## src/rtl/pipe_decoder_pkg.sv

```systemverilog
// -----------------------------------------------------------------------------
// pipe_decoder_pkg
// Shared constants for the MIPS decode stage.
// Contents:
//   ALU_*   : aluOp codes
//   OP_*    : primary opcodes (cmd[31:26])
//   F_*     : R-type funct codes (cmd[5:0])
//   DW_*    : write-back source select (DwSel)
//   J_*     : next-PC jump select (jSel)
//   PC_*    : branch select (pcSel)
//   ctrl_t  : fixed-width decoded control fields
// The andi/ori/and/or/nor encodings only decode when DECODER_LOGIC_OPS_EN
// is defined; the constants are always present.
// -----------------------------------------------------------------------------
package pipe_decoder_pkg;

  localparam logic [2:0] ALU_ADD  = 3'd0;
  localparam logic [2:0] ALU_SUB  = 3'd1;
  localparam logic [2:0] ALU_XOR  = 3'd2;
  localparam logic [2:0] ALU_SLT  = 3'd3;
  localparam logic [2:0] ALU_AND  = 3'd4;
  localparam logic [2:0] ALU_NAND = 3'd5;
  localparam logic [2:0] ALU_NOR  = 3'd6;
  localparam logic [2:0] ALU_OR   = 3'd7;

  localparam logic [5:0] OP_RTYPE = 6'h00;
  localparam logic [5:0] OP_J     = 6'h02;
  localparam logic [5:0] OP_JAL   = 6'h03;
  localparam logic [5:0] OP_BEQ   = 6'h04;
  localparam logic [5:0] OP_BNE   = 6'h05;
  localparam logic [5:0] OP_ADDI  = 6'h08;
  localparam logic [5:0] OP_ANDI  = 6'h0c;
  localparam logic [5:0] OP_ORI   = 6'h0d;
  localparam logic [5:0] OP_XORI  = 6'h0e;
  localparam logic [5:0] OP_LW    = 6'h23;
  localparam logic [5:0] OP_SW    = 6'h2b;

  localparam logic [5:0] F_JR  = 6'h08;
  localparam logic [5:0] F_ADD = 6'h20;
  localparam logic [5:0] F_SUB = 6'h22;
  localparam logic [5:0] F_AND = 6'h24;
  localparam logic [5:0] F_OR  = 6'h25;
  localparam logic [5:0] F_NOR = 6'h27;
  localparam logic [5:0] F_SLT = 6'h2a;

  localparam logic [1:0] DW_ALU  = 2'd0;
  localparam logic [1:0] DW_LINK = 2'd1;
  localparam logic [1:0] DW_MEM  = 2'd2;

  localparam logic [1:0] J_REG = 2'd0;
  localparam logic [1:0] J_ABS = 2'd1;
  localparam logic [1:0] J_SEQ = 2'd2;

  localparam logic [1:0] PC_SEQ = 2'd0;
  localparam logic [1:0] PC_BEQ = 2'd1;
  localparam logic [1:0] PC_BNE = 2'd2;

  localparam logic [4:0] REG_LINK = 5'd31;

  typedef struct packed {
    logic       immSel;
    logic       memWrEn;
    logic       regWrEn;
    logic       illegal;
    logic [1:0] DwSel;
    logic [1:0] jSel;
    logic [1:0] pcSel;
    logic [4:0] Aa;
    logic [4:0] Ab;
    logic [4:0] Aw;
    logic [2:0] aluOp;
  } ctrl_t;

endpackage

```

## src/rtl/pipe_decoder_if.sv

```systemverilog
// -----------------------------------------------------------------------------
// pipe_decoder_if
// Upstream valid/ready channel carrying an instruction word and its PC.
// Signals:
//   in_valid : word and PC valid (master -> slave)
//   in_ready : slave accepts this cycle (slave -> master)
//   in_cmd   : 32-bit MIPS instruction word
//   in_pc    : instruction address, PC_W bits
// Modports: master (instruction source), slave (decoder).
// -----------------------------------------------------------------------------
interface pipe_decoder_if #(
  parameter int PC_W = 32
);
  logic            in_valid;
  logic            in_ready;
  logic [31:0]     in_cmd;
  logic [PC_W-1:0] in_pc;

  modport master (output in_valid, output in_cmd, output in_pc, input in_ready);
  modport slave  (input in_valid, input in_cmd, input in_pc, output in_ready);
endinterface

```

## src/rtl/pipe_decoder_decode_comb.sv

```systemverilog
// -----------------------------------------------------------------------------
// decode_comb
// Purely combinational MIPS instruction decode.
// Optional feature: DECODER_LOGIC_OPS_EN adds andi/ori/and/or/nor decode;
// without it those encodings are illegal.
// Ports:
//   cmd         in  32     instruction word
//   pc          in  PC_W   instruction address
//   ctrl        out ctrl_t decoded control fields and register addresses
//   imm         out IMM_W  extended immediate
//   branch_addr out PC_W   pc+4+(sext(imm16)<<2)
//   jump_addr   out PC_W   {(pc+4)[PC_W-1:28], target26, 2'b00}
//   uses_aa     out 1      instruction reads register Aa
//   uses_ab     out 1      instruction reads register Ab
// -----------------------------------------------------------------------------
module decode_comb
  import pipe_decoder_pkg::*;
#(
  parameter int IMM_W = 32,
  parameter int PC_W  = 32
) (
  input  logic [31:0]      cmd,
  input  logic [PC_W-1:0]  pc,
  output ctrl_t            ctrl,
  output logic [IMM_W-1:0] imm,
  output logic [PC_W-1:0]  branch_addr,
  output logic [PC_W-1:0]  jump_addr,
  output logic             uses_aa,
  output logic             uses_ab
);

  logic [5:0]      opcode;
  logic [5:0]      funct;
  logic            zext;
  logic [PC_W-1:0] pc4;
  logic [PC_W-1:0] br_off;

  assign opcode = cmd[31:26];
  assign funct  = cmd[5:0];

  always_comb begin
    ctrl       = '0;
    ctrl.Aa    = cmd[25:21];
    ctrl.Ab    = cmd[20:16];
    ctrl.Aw    = cmd[15:11];
    ctrl.aluOp = ALU_ADD;
    ctrl.DwSel = DW_ALU;
    ctrl.jSel  = J_SEQ;
    ctrl.pcSel = PC_SEQ;
    zext       = 1'b0;
    uses_aa    = 1'b1;
    uses_ab    = 1'b0;
    case (opcode)
      OP_RTYPE: begin
        uses_ab = 1'b1;
        case (funct)
          F_ADD: ctrl.regWrEn = 1'b1;
          F_SUB: begin
            ctrl.regWrEn = 1'b1;
            ctrl.aluOp   = ALU_SUB;
          end
          F_SLT: begin
            ctrl.regWrEn = 1'b1;
            ctrl.aluOp   = ALU_SLT;
          end
          F_JR: ctrl.jSel = J_REG;
`ifdef DECODER_LOGIC_OPS_EN
          F_AND: begin
            ctrl.regWrEn = 1'b1;
            ctrl.aluOp   = ALU_AND;
          end
          F_OR: begin
            ctrl.regWrEn = 1'b1;
            ctrl.aluOp   = ALU_OR;
          end
          F_NOR: begin
            ctrl.regWrEn = 1'b1;
            ctrl.aluOp   = ALU_NOR;
          end
`endif
          default: ctrl.illegal = 1'b1;
        endcase
      end
      OP_J: begin
        ctrl.jSel = J_ABS;
        uses_aa   = 1'b0;
      end
      OP_JAL: begin
        ctrl.jSel    = J_ABS;
        ctrl.Aw      = REG_LINK;
        ctrl.DwSel   = DW_LINK;
        ctrl.regWrEn = 1'b1;
        uses_aa      = 1'b0;
      end
      OP_BEQ: begin
        ctrl.pcSel = PC_BEQ;
        ctrl.aluOp = ALU_SUB;
        uses_ab    = 1'b1;
      end
      OP_BNE: begin
        ctrl.pcSel = PC_BNE;
        ctrl.aluOp = ALU_SUB;
        uses_ab    = 1'b1;
      end
      OP_ADDI: begin
        ctrl.immSel  = 1'b1;
        ctrl.regWrEn = 1'b1;
        ctrl.Aw      = cmd[20:16];
      end
      OP_XORI: begin
        ctrl.immSel  = 1'b1;
        ctrl.regWrEn = 1'b1;
        ctrl.Aw      = cmd[20:16];
        ctrl.aluOp   = ALU_XOR;
        zext         = 1'b1;
      end
`ifdef DECODER_LOGIC_OPS_EN
      OP_ANDI: begin
        ctrl.immSel  = 1'b1;
        ctrl.regWrEn = 1'b1;
        ctrl.Aw      = cmd[20:16];
        ctrl.aluOp   = ALU_AND;
        zext         = 1'b1;
      end
      OP_ORI: begin
        ctrl.immSel  = 1'b1;
        ctrl.regWrEn = 1'b1;
        ctrl.Aw      = cmd[20:16];
        ctrl.aluOp   = ALU_OR;
        zext         = 1'b1;
      end
`endif
      OP_LW: begin
        ctrl.immSel  = 1'b1;
        ctrl.regWrEn = 1'b1;
        ctrl.Aw      = cmd[20:16];
        ctrl.DwSel   = DW_MEM;
      end
      OP_SW: begin
        ctrl.immSel  = 1'b1;
        ctrl.memWrEn = 1'b1;
        uses_ab      = 1'b1;
      end
      default: ctrl.illegal = 1'b1;
    endcase
  end

  always_comb begin
    if (zext) imm = IMM_W'(cmd[15:0]);
    else      imm = IMM_W'($signed(cmd[15:0]));
  end

  // Word offset: the 18-bit {imm16, 2'b00} is sign-extended from bit 17.
  assign br_off      = PC_W'($signed({cmd[15:0], 2'b00}));
  assign pc4         = pc + PC_W'(4);
  assign branch_addr = pc4 + br_off;
  assign jump_addr   = {pc4[PC_W-1:28], cmd[25:0], 2'b00};

endmodule

```

## src/rtl/pipe_decoder.sv

```systemverilog
// -----------------------------------------------------------------------------
// pipe_decoder
// Single-stage registered MIPS decoder with valid/ready handshake, load-use
// hazard bubbling and a saturating stall counter.
// Optional feature: DECODER_LOGIC_OPS_EN (logical ops decode, see decode_comb).
// Ports:
//   clk, reset                     clock (rising), async active-high reset
//   up (pipe_decoder_if.slave)     in_valid/in_ready/in_cmd/in_pc
//   flush                          drop held and incoming instruction
//   out_valid / out_ready          downstream handshake
//   immSel memWrEn regWrEn illegal registered control bits
//   DwSel jSel pcSel               registered 2-bit selects
//   Aa Ab Aw aluOp                 registered register addresses / ALU op
//   imm, branchAddr, jumpAddr      registered immediate and targets
//   stall_cnt                      saturating count of load-use bubbles
// -----------------------------------------------------------------------------
module pipe_decoder
  import pipe_decoder_pkg::*;
#(
  parameter int IMM_W = 32,
  parameter int PC_W  = 32
) (
  input  logic             clk,
  input  logic             reset,
  pipe_decoder_if.slave    up,
  input  logic             flush,
  output logic             out_valid,
  input  logic             out_ready,
  output logic             immSel,
  output logic             memWrEn,
  output logic             regWrEn,
  output logic             illegal,
  output logic [1:0]       DwSel,
  output logic [1:0]       jSel,
  output logic [1:0]       pcSel,
  output logic [4:0]       Aa,
  output logic [4:0]       Ab,
  output logic [4:0]       Aw,
  output logic [2:0]       aluOp,
  output logic [IMM_W-1:0] imm,
  output logic [PC_W-1:0]  branchAddr,
  output logic [PC_W-1:0]  jumpAddr,
  output logic [15:0]      stall_cnt
);

  function automatic logic [15:0] sat_inc(input logic [15:0] v);
    return (v == 16'hFFFF) ? v : v + 16'd1;
  endfunction

  ctrl_t            ctrl_p0;
  logic [IMM_W-1:0] imm_p0;
  logic [PC_W-1:0]  br_p0;
  logic [PC_W-1:0]  jmp_p0;
  logic             uses_aa_p0;
  logic             uses_ab_p0;

  ctrl_t            ctrl_p1;
  logic             vld_p1;
  logic [IMM_W-1:0] imm_p1;
  logic [PC_W-1:0]  br_p1;
  logic [PC_W-1:0]  jmp_p1;
  logic [15:0]      stall_p1;

  logic downstream_free;
  logic hazard;
  logic accept;

  decode_comb #(
    .IMM_W (IMM_W),
    .PC_W  (PC_W)
  ) u_decode (
    .cmd         (up.in_cmd),
    .pc          (up.in_pc),
    .ctrl        (ctrl_p0),
    .imm         (imm_p0),
    .branch_addr (br_p0),
    .jump_addr   (jmp_p0),
    .uses_aa     (uses_aa_p0),
    .uses_ab     (uses_ab_p0)
  );

  assign downstream_free = !vld_p1 || out_ready;

  // DwSel==DW_MEM identifies a held lw; writes to $0 never create a dependency.
  assign hazard = up.in_valid && vld_p1 && (ctrl_p1.DwSel == DW_MEM) &&
                  (ctrl_p1.Aw != 5'd0) &&
                  ((uses_aa_p0 && (ctrl_p0.Aa == ctrl_p1.Aw)) ||
                   (uses_ab_p0 && (ctrl_p0.Ab == ctrl_p1.Aw)));

  // Flush accepts (and drops) whatever is offered regardless of hazard.
  assign up.in_ready = flush || (downstream_free && !hazard);
  assign accept      = up.in_valid && downstream_free && !hazard && !flush;

  // ---- stage p0 -> p1 : output register ----
  always_ff @(posedge clk or posedge reset) begin
    if (reset) begin
      vld_p1   <= 1'b0;
      stall_p1 <= 16'd0;
      ctrl_p1  <= '0;
      imm_p1   <= '0;
      br_p1    <= '0;
      jmp_p1   <= '0;
    end else if (flush) begin
      vld_p1 <= 1'b0;
    end else if (accept) begin
      vld_p1  <= 1'b1;
      ctrl_p1 <= ctrl_p0;
      imm_p1  <= imm_p0;
      br_p1   <= br_p0;
      jmp_p1  <= jmp_p0;
    end else if (downstream_free) begin
      vld_p1 <= 1'b0;
      if (hazard) stall_p1 <= sat_inc(stall_p1);
    end
  end

  assign out_valid  = vld_p1;
  assign immSel     = ctrl_p1.immSel;
  assign memWrEn    = ctrl_p1.memWrEn;
  assign regWrEn    = ctrl_p1.regWrEn;
  assign illegal    = ctrl_p1.illegal;
  assign DwSel      = ctrl_p1.DwSel;
  assign jSel       = ctrl_p1.jSel;
  assign pcSel      = ctrl_p1.pcSel;
  assign Aa         = ctrl_p1.Aa;
  assign Ab         = ctrl_p1.Ab;
  assign Aw         = ctrl_p1.Aw;
  assign aluOp      = ctrl_p1.aluOp;
  assign imm        = imm_p1;
  assign branchAddr = br_p1;
  assign jumpAddr   = jmp_p1;
  assign stall_cnt  = stall_p1;

endmodule

```

## src/flat_wrapper.sv

```systemverilog
// flat-port wrapper written by rule: the top's interface ports become plain ports
module pipe_decoder_flat import pipe_decoder_pkg::*;
#(
  parameter int IMM_W = 32,
  parameter int PC_W  = 32
)
  (clk, reset, flush, out_valid, out_ready, immSel, memWrEn, regWrEn, illegal, DwSel, jSel, pcSel, Aa, Ab, Aw, aluOp, imm, branchAddr, jumpAddr, stall_cnt, up_in_valid, up_in_cmd, up_in_pc, up_in_ready);
  pipe_decoder_if #(.PC_W(PC_W)) up_i ();
  input  logic clk;
  input  logic reset;
  input  logic flush;
  output logic out_valid;
  input  logic out_ready;
  output logic immSel;
  output logic memWrEn;
  output logic regWrEn;
  output logic illegal;
  output logic [1:0] DwSel;
  output logic [1:0] jSel;
  output logic [1:0] pcSel;
  output logic [4:0] Aa;
  output logic [4:0] Ab;
  output logic [4:0] Aw;
  output logic [2:0] aluOp;
  output logic [IMM_W-1:0] imm;
  output logic [PC_W-1:0] branchAddr;
  output logic [PC_W-1:0] jumpAddr;
  output logic [15:0] stall_cnt;
  input wire logic [$bits(up_i.in_valid)-1:0] up_in_valid;
  input wire logic [$bits(up_i.in_cmd)-1:0] up_in_cmd;
  input wire logic [$bits(up_i.in_pc)-1:0] up_in_pc;
  output wire logic [$bits(up_i.in_ready)-1:0] up_in_ready;
  assign up_i.in_valid = up_in_valid;
  assign up_i.in_cmd = up_in_cmd;
  assign up_i.in_pc = up_in_pc;
  assign up_in_ready = up_i.in_ready;
  pipe_decoder #(.IMM_W(IMM_W), .PC_W(PC_W)) u_core (.clk(clk), .reset(reset), .up(up_i), .flush(flush), .out_valid(out_valid), .out_ready(out_ready), .immSel(immSel), .memWrEn(memWrEn), .regWrEn(regWrEn), .illegal(illegal), .DwSel(DwSel), .jSel(jSel), .pcSel(pcSel), .Aa(Aa), .Ab(Ab), .Aw(Aw), .aluOp(aluOp), .imm(imm), .branchAddr(branchAddr), .jumpAddr(jumpAddr), .stall_cnt(stall_cnt));
endmodule
```

## config.mk

```make
export PLATFORM = sky130hd
export DESIGN_NAME = pipe_decoder_flat
export DESIGN_NICKNAME = d
export VERILOG_FILES = /design/src/rtl/pipe_decoder_pkg.sv /design/src/rtl/pipe_decoder_if.sv /design/src/rtl/pipe_decoder_decode_comb.sv /design/src/rtl/pipe_decoder.sv /design/src/flat_wrapper.sv
export SDC_FILE = /design/constraint.sdc
export NUM_CORES = 1
export LEC_CHECK = 0
export ABC_AREA = 1
export CAP_MARGIN = 10
export CELL_PAD_IN_SITES_DETAIL_PLACEMENT = 0
export CELL_PAD_IN_SITES_GLOBAL_PLACEMENT = 1
export CORE_MARGIN = 10
export CORE_UTILIZATION = 38
export DETAILED_ROUTE_END_ITERATION = 10
export GPL_ROUTABILITY_DRIVEN = 0
export PLACE_DENSITY_LB_ADDON = 0.25
export SYNTH_ARGS = -nofsm -noshare
export SYNTH_HDL_FRONTEND = slang
export SYNTH_HIERARCHICAL = 1
export SYNTH_SLANG_ARGS = --single-unit
```

## constraint.sdc

```tcl
create_clock -name clk -period 5.8 [get_ports clk]
set_clock_uncertainty 0.15 [all_clocks]
set_input_delay 0.87 -clock clk [delete_from_list [all_inputs] [get_ports clk]]
set_output_delay 0.87 -clock clk [all_outputs]
set_load 0.02 [all_outputs]
```

==> results of run 1 <==
==> flip-flops by register name, summed over array words and instances, names as in the netlist, 3 cells and up <==
| signal | cells |
|---|---|
| u_core/branchAddr | 32 |
| u_core/aluOp | 3 |
| u_core/stall_cnt | 16 |
| u_core/Ab | 5 |
| u_core/Aa | 5 |
| u_core/Aw | 5 |
| u_core/imm | 32 |
| u_core/jumpAddr | 32 |
==> worst paths after layout <==
check,cells past startpoint,start,slack (ns),to
setup / recovery,11,up_in_cmd[31],1.54,up_in_ready
hold / removal,2,u_core/jumpAddr[6],0.32,u_core/jumpAddr[6]
setup reg to reg,12,u_core/Aw[2],3.17,u_core/imm[8]
hold reg to reg,2,u_core/jumpAddr[6],0.32,u_core/jumpAddr[6]
max in group asynchronous,3,reset,3.46,u_core/stall_cnt[14]
min in group asynchronous,2,reset,0.84,u_core/imm[26]
==> where the power goes <==
| part | leakage (nW) | internal (mW) | total [mW] | switching [mW] |
|---|---|---|---|---|
| clock | 0.311 | 0.765 | 1.22 | 0.456 |
| combinational | 4.35 | 0.445 | 1.08 | 0.634 |
| sequential | 1.79 | 1.12 | 1.22 | 0.0921 |
==> cells in the mapped netlist (2+ instances only) <==
master and count:
o21ai_0 24, nor4_1 2, nand3_1 56, nor3_2 5, nor2_2 6, buf_2 19, nand2_1 542, nand3_2 3
a21o_1 2, xor2_1 38, nand2_2 7, o21bai_1 6, ha_1 35, buf_4 77, buf_1 10, nor3_1 12
a21oi_1 27, nand3b_1 4, dfrtp_1 141, xnor2_1 14, nand2_4 2, nor2_1 87, nand4_1 138, inv_2 6
clkbuf_1 21, nor2_4 3, inv_1 132
==> layer usage <==
metal  global-route usage [%]  up-vias  share of wire (%)
met3                     3.76       23                5.4
met5                        0        -                  0
li1                         -     4785                  -
met4                     4.52        0                1.3
met2                     31.8      242                 47
met1                     24.9     4484                 46
==> stage by stage <==
stage          util, %  setup slack, ns  std cells  instance area, um2
2_1_floorplan        -            0.999       1438               10100
3_3_place_gp      45.5             1.58       1863               11900
3_5_place_dp      45.5             1.56       1863               11900
4_1_cts           48.0             1.56       1894               12500
5_1_grt           48.0             1.38       1894               12500
6_report          48.0             1.54       1894               12500
==> cells by family after synthesis <==
| kind of cell | after synthesis | synth area share (%) |
|---|---|---|
| and+or+nand+nor | 874 | 39.0 |
| buffers and inverters | 267 | 13.2 |
| DFF | 141 | 35.1 |
| AOI/OAI and AO/OA | 64 | 3.47 |
| xor gates and xnor gates | 53 | 4.69 |
| adders and majority gates | 36 | 4.56 |
| other | 1 | 0.0373 |
==> worst reg2reg max path, delay by kind of cell (launching register included) <==
family / cells / cell delay (ns)
flops: 1 / 0.41
buf+inv: 3 / 1.11
simple gates: 9 / 0.85
==> final cells by class <==
class | count | area [um2] | share of cell area [%]
multi-input combinational | 1030 | 5220 | 41.7
inverter | 138 | 523 | 4.18
clock buffer | 18 | 429 | 3.43
timing repair buffer | 219 | 2180 | 17.4
clock inverter | 13 | 215 | 1.72
sequential | 141 | 3530 | 28.2
tap | 335 | 419 | 3.35
==> key figures, run 1 <==
Floorplan
  • Vertical die dimension: 183 um
  • Core outline area: 26100 um2
  • Starting density of the core: 38.6%
  • Boundary Pins: 211
  • Cell Rows: 59
  • Chip width: 183 um
  • Area of the die: 33400 um2

Clock tree
  • CTS tree: built
  • Setup repair bufs after CTS: 0
  • Reg clk slew, reported paths: 0.06 ns
  • Clock Sink Count: 141
  • # H-tree levels: 4
  • Number of buffers between clock root and the deepest sink: 2
  • Num CTS Buffers: 17
  • Cts-stage hold buffer count: 0
  • Root buffer cell: clkbuf_16
  • Worst-Skew Late Latency: 0.43 ns
  • Post-CTS sizing: 0

Logic synthesis
  • Area of the mapped netlist: 10100 um2
  • Sequential share of the synthesized area: 35.1%
  • Post-synthesis cell type with the largest combined area: dfrtp_1
  • Post-synthesis area per instance: 7.00 um2
  • Top-area cell type share of the netlist area: 35.1%
  • Async set-or-reset flop fraction in the synthesized netlist: 100%
  • Ranking of synthesized cells by area: dfrtp_1 35%, nand2_1 20%, nand4_1 8.6%, buf_4 5.8%, inv_1 4.9%
  • Yosys Warn Count: 6
  • Synthesized instance count: 1436
  • Most instantiated flip-flop cell in the synthesis netlist: dfrtp_1
  • Post-synthesis sequential element count: 141
  • Number of flops mapped to enable cells by yosys: 0
  • Yosys cell types: 44

Worst setup path
  • Worst path top cell family by delay: simple AND/OR/NAND/NOR gates
  • Worst Setup End Kind: output port
  • Maximum net fanout on the critical path: 5
  • Number of buffer and inverter instances along the worst setup path: 2
  • Cells along the critical path: clkdlybuf4s50_1 -> nor2_1 -> nand4_1 -> nand3_1 -> nand2_1 -> nor2_1 -> nand3_1 -> nand2_1 -> nand2_4 -> a21o_1 -> clkdlybuf4s50_1
  • Category of the critical setup timing path: primary input to output port
  • Sort of element at the start of the critical path: primary input
  • Slowest library cell on the worst path: clkdlybuf4s50_1
  • Biggest cell delay along the critical path: 0.54 ns
  • Worst endpoint required time: 4.78 ns
  • Critical Path AT: 3.24 ns

Drt
  • Violation count after the first detailed-route iteration: 780
  • Post-DR vias/cell: 5.03
  • Number of iterations in the first detailed-routing pass: 5
  • Remaining number of nets flagged by the antenna check after routing: 0
  • Total number of vias: 9534
  • Total detailed-routing wirelength: 32.6 mm
  • Average wire per cell in the routed design: 17.2 um
  • Final routed DRC violation total: 0

STA
  • Max-slew headroom: 31.7%
  • Final period utilization: 73.4%
  • Maximum clock frequency: 235 MHz
  • Actual transition at the worst max-transition pin: 1.02 ns
  • Slew Limit Fails: 0
  • Min Hold Slack: 0.317 ns
  • Final period demand of the worst path: 4.26 ns
  • Total negative slack: 0 ns
  • Final-report hold violation count: 0
  • Endpoints failing setup: 0
  • RSZ-0062 raised after global routing: false

Global routing
  • Gr usage total: 19.1%
  • Sum of overflow across all layers after global routing: 0
  • Via count of the first global-routing pass: 9342
  • Largest net degree at the start of global routing: 104
  • Antenna violations before repair: 0
  • Global-route wire length before repair: 51.4 mm

Final layout
  • Total number of nets in the final design: 1652
  • Leading cell type in the layout, fill and taps excluded: nand2_1
  • Fraction of final layout cells with drive strength greater than 1: 5.00%
  • Number of antenna repair diodes: 0
  • Fill count: 2714
  • Commonest cells after routing, fill and taps aside: 542 x nand2_1, 209 x clkdlybuf4s50_1, 141 x dfrtp_1, 138 x nand4_1, 131 x inv_1
  • Area overhead of the layout relative to synthesis: 24.4%

Power and ir drop
  • Pwr Total: 3.52 mW
  • Cell area power density: 281 nW/um2
  • Peak supply drop: 186 uV
  • Cell leakage power: 6.45 nW

Placement
  • Port Buffers: 210
  • Placed wire-length estimate: 24.0 mm

Status
  • Run status: finished, final reports clean

Run
  • Max-capacitance violation count: 0

Hold path
  • Classification of the worst-slack hold path: flop to flop
Note: power is estimated with default switching activity, not from simulation.
==> run 2: changes to the inputs <==
CORE_UTILIZATION = 34   (was 38)
clock period = 3.7 ns   (was 5.8 ns; I/O delays follow)
==> run 2 against run 1 <==
Effect of this change:
- via count grew 3.4%
- count of clock-buffer cells in the layout shrank 1
- non-clock buffer count grew 78
- final cell count grew 6.8%
- critical endpoint unchanged
- wire length grew 4.0%
- largest cell class unchanged
- clock power grew 48%
- combinational power grew 66%
==> key figures, run 2 (synthesis gave the netlist of run 1 again) <==
STA
  • Endpoints failing setup: 0 (unchanged)
  • Setup slack after layout: 0.162 ns (-1.38 ns)
  • Actual transition at the worst max-transition pin: 0.905 ns (-0.120 ns)
  • Final-report hold violation count: 0 (unchanged)
  • Final period utilization: 95.6%
  • RSZ-0062 raised after global routing: true
  • Min Hold Slack: 0.319 ns (+0.00139 ns)
  • Max-slew headroom: 39.6% (+7.8 points)
  • Maximum clock frequency: 283 MHz
  • Final period demand of the worst path: 3.54 ns
  • Slew Limit Fails: 0 (unchanged)

Drt
  • Total detailed-routing wirelength: 33.9 mm (+4.0%)
  • Violation count after the first detailed-route iteration: 718 (-7.9%)
  • Post-DR vias/cell: 4.87 (-3.2%)
  • Remaining number of nets flagged by the antenna check after routing: 0 (unchanged)
  • Total number of vias: 9855 (+3.4%)
  • Average wire per cell in the routed design: 16.7 um (-2.6%)
  • Final routed DRC violation total: 0 (unchanged)
  • Number of iterations in the first detailed-routing pass: 7 (+2)

Placement
  • Number of instances in the placed design: 1990 (+6.8%)
  • Port Buffers: 210 (unchanged)
  • Placed wire-length estimate: 26.0 mm (+8.5%)
  • Setup slack at placement: -0.157 ns (-1.72 ns)

Worst setup path
  • Maximum net fanout on the critical path: 5 (unchanged)
  • Slowest library cell on the worst path: clkdlybuf4s50_1
  • Number of buffer and inverter instances along the worst setup path: 3 (+1)
  • Worst Setup End Kind: output port
  • Biggest cell delay along the critical path: 0.61 ns (+0.07 ns)
  • Category of the critical setup timing path: primary input to output port
  • Worst endpoint required time: 2.99 ns (-1.79 ns)
  • Sort of element at the start of the critical path: primary input
  • Worst path top cell family by delay: buffers and inverters
  • Cells along the critical path: clkdlybuf4s50_1 -> nor2_1 -> nand2_1 -> nor2_1 -> inv_1 -> nand2_1 -> nor2_1 -> nand3_1 -> nand2_1 -> nand2_4 -> a21o_1 -> clkdlybuf4s50_1
  • Critical Path AT: 2.83 ns (-0.41 ns)

Clock tree
  • Clock Sink Count: 141 (unchanged)
  • Reg clk slew, reported paths: 0.06 ns (about the same)
  • Root buffer cell: clkbuf_16
  • Num CTS Buffers: 17 (unchanged)
  • Number of buffers between clock root and the deepest sink: 2 (unchanged)
  • Worst-Skew Late Latency: 0.42 ns (about the same)
  • CTS tree: built
  • Cts-stage hold buffer count: 0 (unchanged)
  • Setup repair bufs after CTS: 0 (unchanged)
  • # H-tree levels: 4 (unchanged)

Final layout
  • Total number of nets in the final design: 1730 (+4.7%)
  • Area of the multi-input gates: 5220 um2 (+0.17%)
  • Commonest cells after routing, fill and taps aside: 542 x nand2_1, 209 x clkdlybuf4s50_1, 141 x dfrtp_1, 138 x nand4_1, 131 x inv_1
  • Sequential cell area: 3530 um2 (unchanged)
  • Final standard cell count with taps included and fillers excluded: 2022 (+6.8%)
  • Number of antenna repair diodes: 0 (unchanged)
  • Area overhead of the layout relative to synthesis: 31.2%
  • Fraction of final layout cells with drive strength greater than 1: 9.77% (+4.8 points)
  • Fill count: 2984 (+9.9%)
  • Leading cell type in the layout, fill and taps excluded: nand2_1

Status
  • Run status: finished, final reports clean

Power and ir drop
  • Peak supply drop: 217 uV (+17%)
  • Pwr Total: 5.51 mW (+57%)
  • Cell area power density: 417 nW/um2 (+48%)
  • Cell leakage power: 6.85 nW (+6.1%)

Floorplan
  • Starting density of the core: 34.7% (-3.8 points)
  • Boundary Pins: 211 (unchanged)
  • Area of the die: 36800 um2 (+10%)
  • Cell Rows: 62 (+5.1%)
  • Core outline area: 28900 um2 (+11%)
  • Chip width: 192 um (+5.1%)
  • Vertical die dimension: 192 um (+5.1%)

Hold path
  • Classification of the worst-slack hold path: flop to flop

Global routing
  • Via count of the first global-routing pass: 9597 (+2.7%)
  • Global-route wire length before repair: 53.3 mm (+3.7%)
  • Sum of overflow across all layers after global routing: 0 (unchanged)
  • Antenna violations before repair: 0 (unchanged)
  • Largest net degree at the start of global routing: 99 (-4.8%)
  • Gr usage total: 18.1% (-0.96 points)

Run
  • Max-capacitance violation count: 0 (unchanged)
[run 2: changes by cell type in the layout (fill, tap and decap cells not counted), sizes merged]
| cell | previous run | this run |
|---|---|---|
| inv | 139 | 148 |
| clkbuf | 18 | 17 |
| clkinv | 6 | 2 |
| buf | 10 | 88 |
| bufinv | 5 | 2 |
[run 2: per-layer routing]
metal	global-route usage, %	wire length, um
met3	2.47	1650
met5	0	0
met1	24.2	15700
met2	29.7	15900
met4	5.65	686
[run 2: power by group]
part | switching, mW | internal [mW]
clock | 0.773 | 1.04
sequential | 0.142 | 1.76
combinational | 1.03 | 0.763
total | 1.94 | 3.56
[run 2: path summary, 6_finish.rpt]
kind / start / to / slack, ns / cells after the start
max in group asynchronous: reset / u_core/imm[14] / 2.11 / 3
min: u_core/imm[26] / u_core/imm[26] / 0.32 / 2
min in group asynchronous: reset / u_core/jumpAddr[0] / 0.52 / 2
max: up_in_cmd[31] / up_in_ready / 0.16 / 12
max reg2reg: u_core/Aw[3] / u_core/jumpAddr[4] / 1.25 / 12
min reg2reg: u_core/imm[26] / u_core/imm[26] / 0.32 / 2
[run 2: layout make-up]
cell class | instances | area share [%]
clock buffers | 17 | 3.23
clock inverters | 15 | 1.47
inverters | 138 | 3.96
multi-input cells | 1030 | 39.6
flip-flops and latches | 141 | 26.8
well taps | 384 | 3.64
repair buffers | 297 | 21.3
[run 2: worst min-delay path, cell delays in order (launching register included)]
cell     delay, ns
dfrtp_1       0.34
nand2_1       0.05
nand2_1       0.04
[run 2: timing repair]
item,4_1_cts,5_1_grt
endpoints found under the setup margin,0,1
gates resized for setup,0,2
endpoints found under the hold margin,0,0
[run 2: through the flow]
step                      TNS (ns)  cell area, um2  util (%)
final                            0           13200      45.6
after global routing      -0.00340           13200      45.6
after CTS                        0           13200      45.6
after detailed placement    -0.559           12600      43.4
after global placement      -0.205           12600      43.4
after floorplan                  0           10100         -
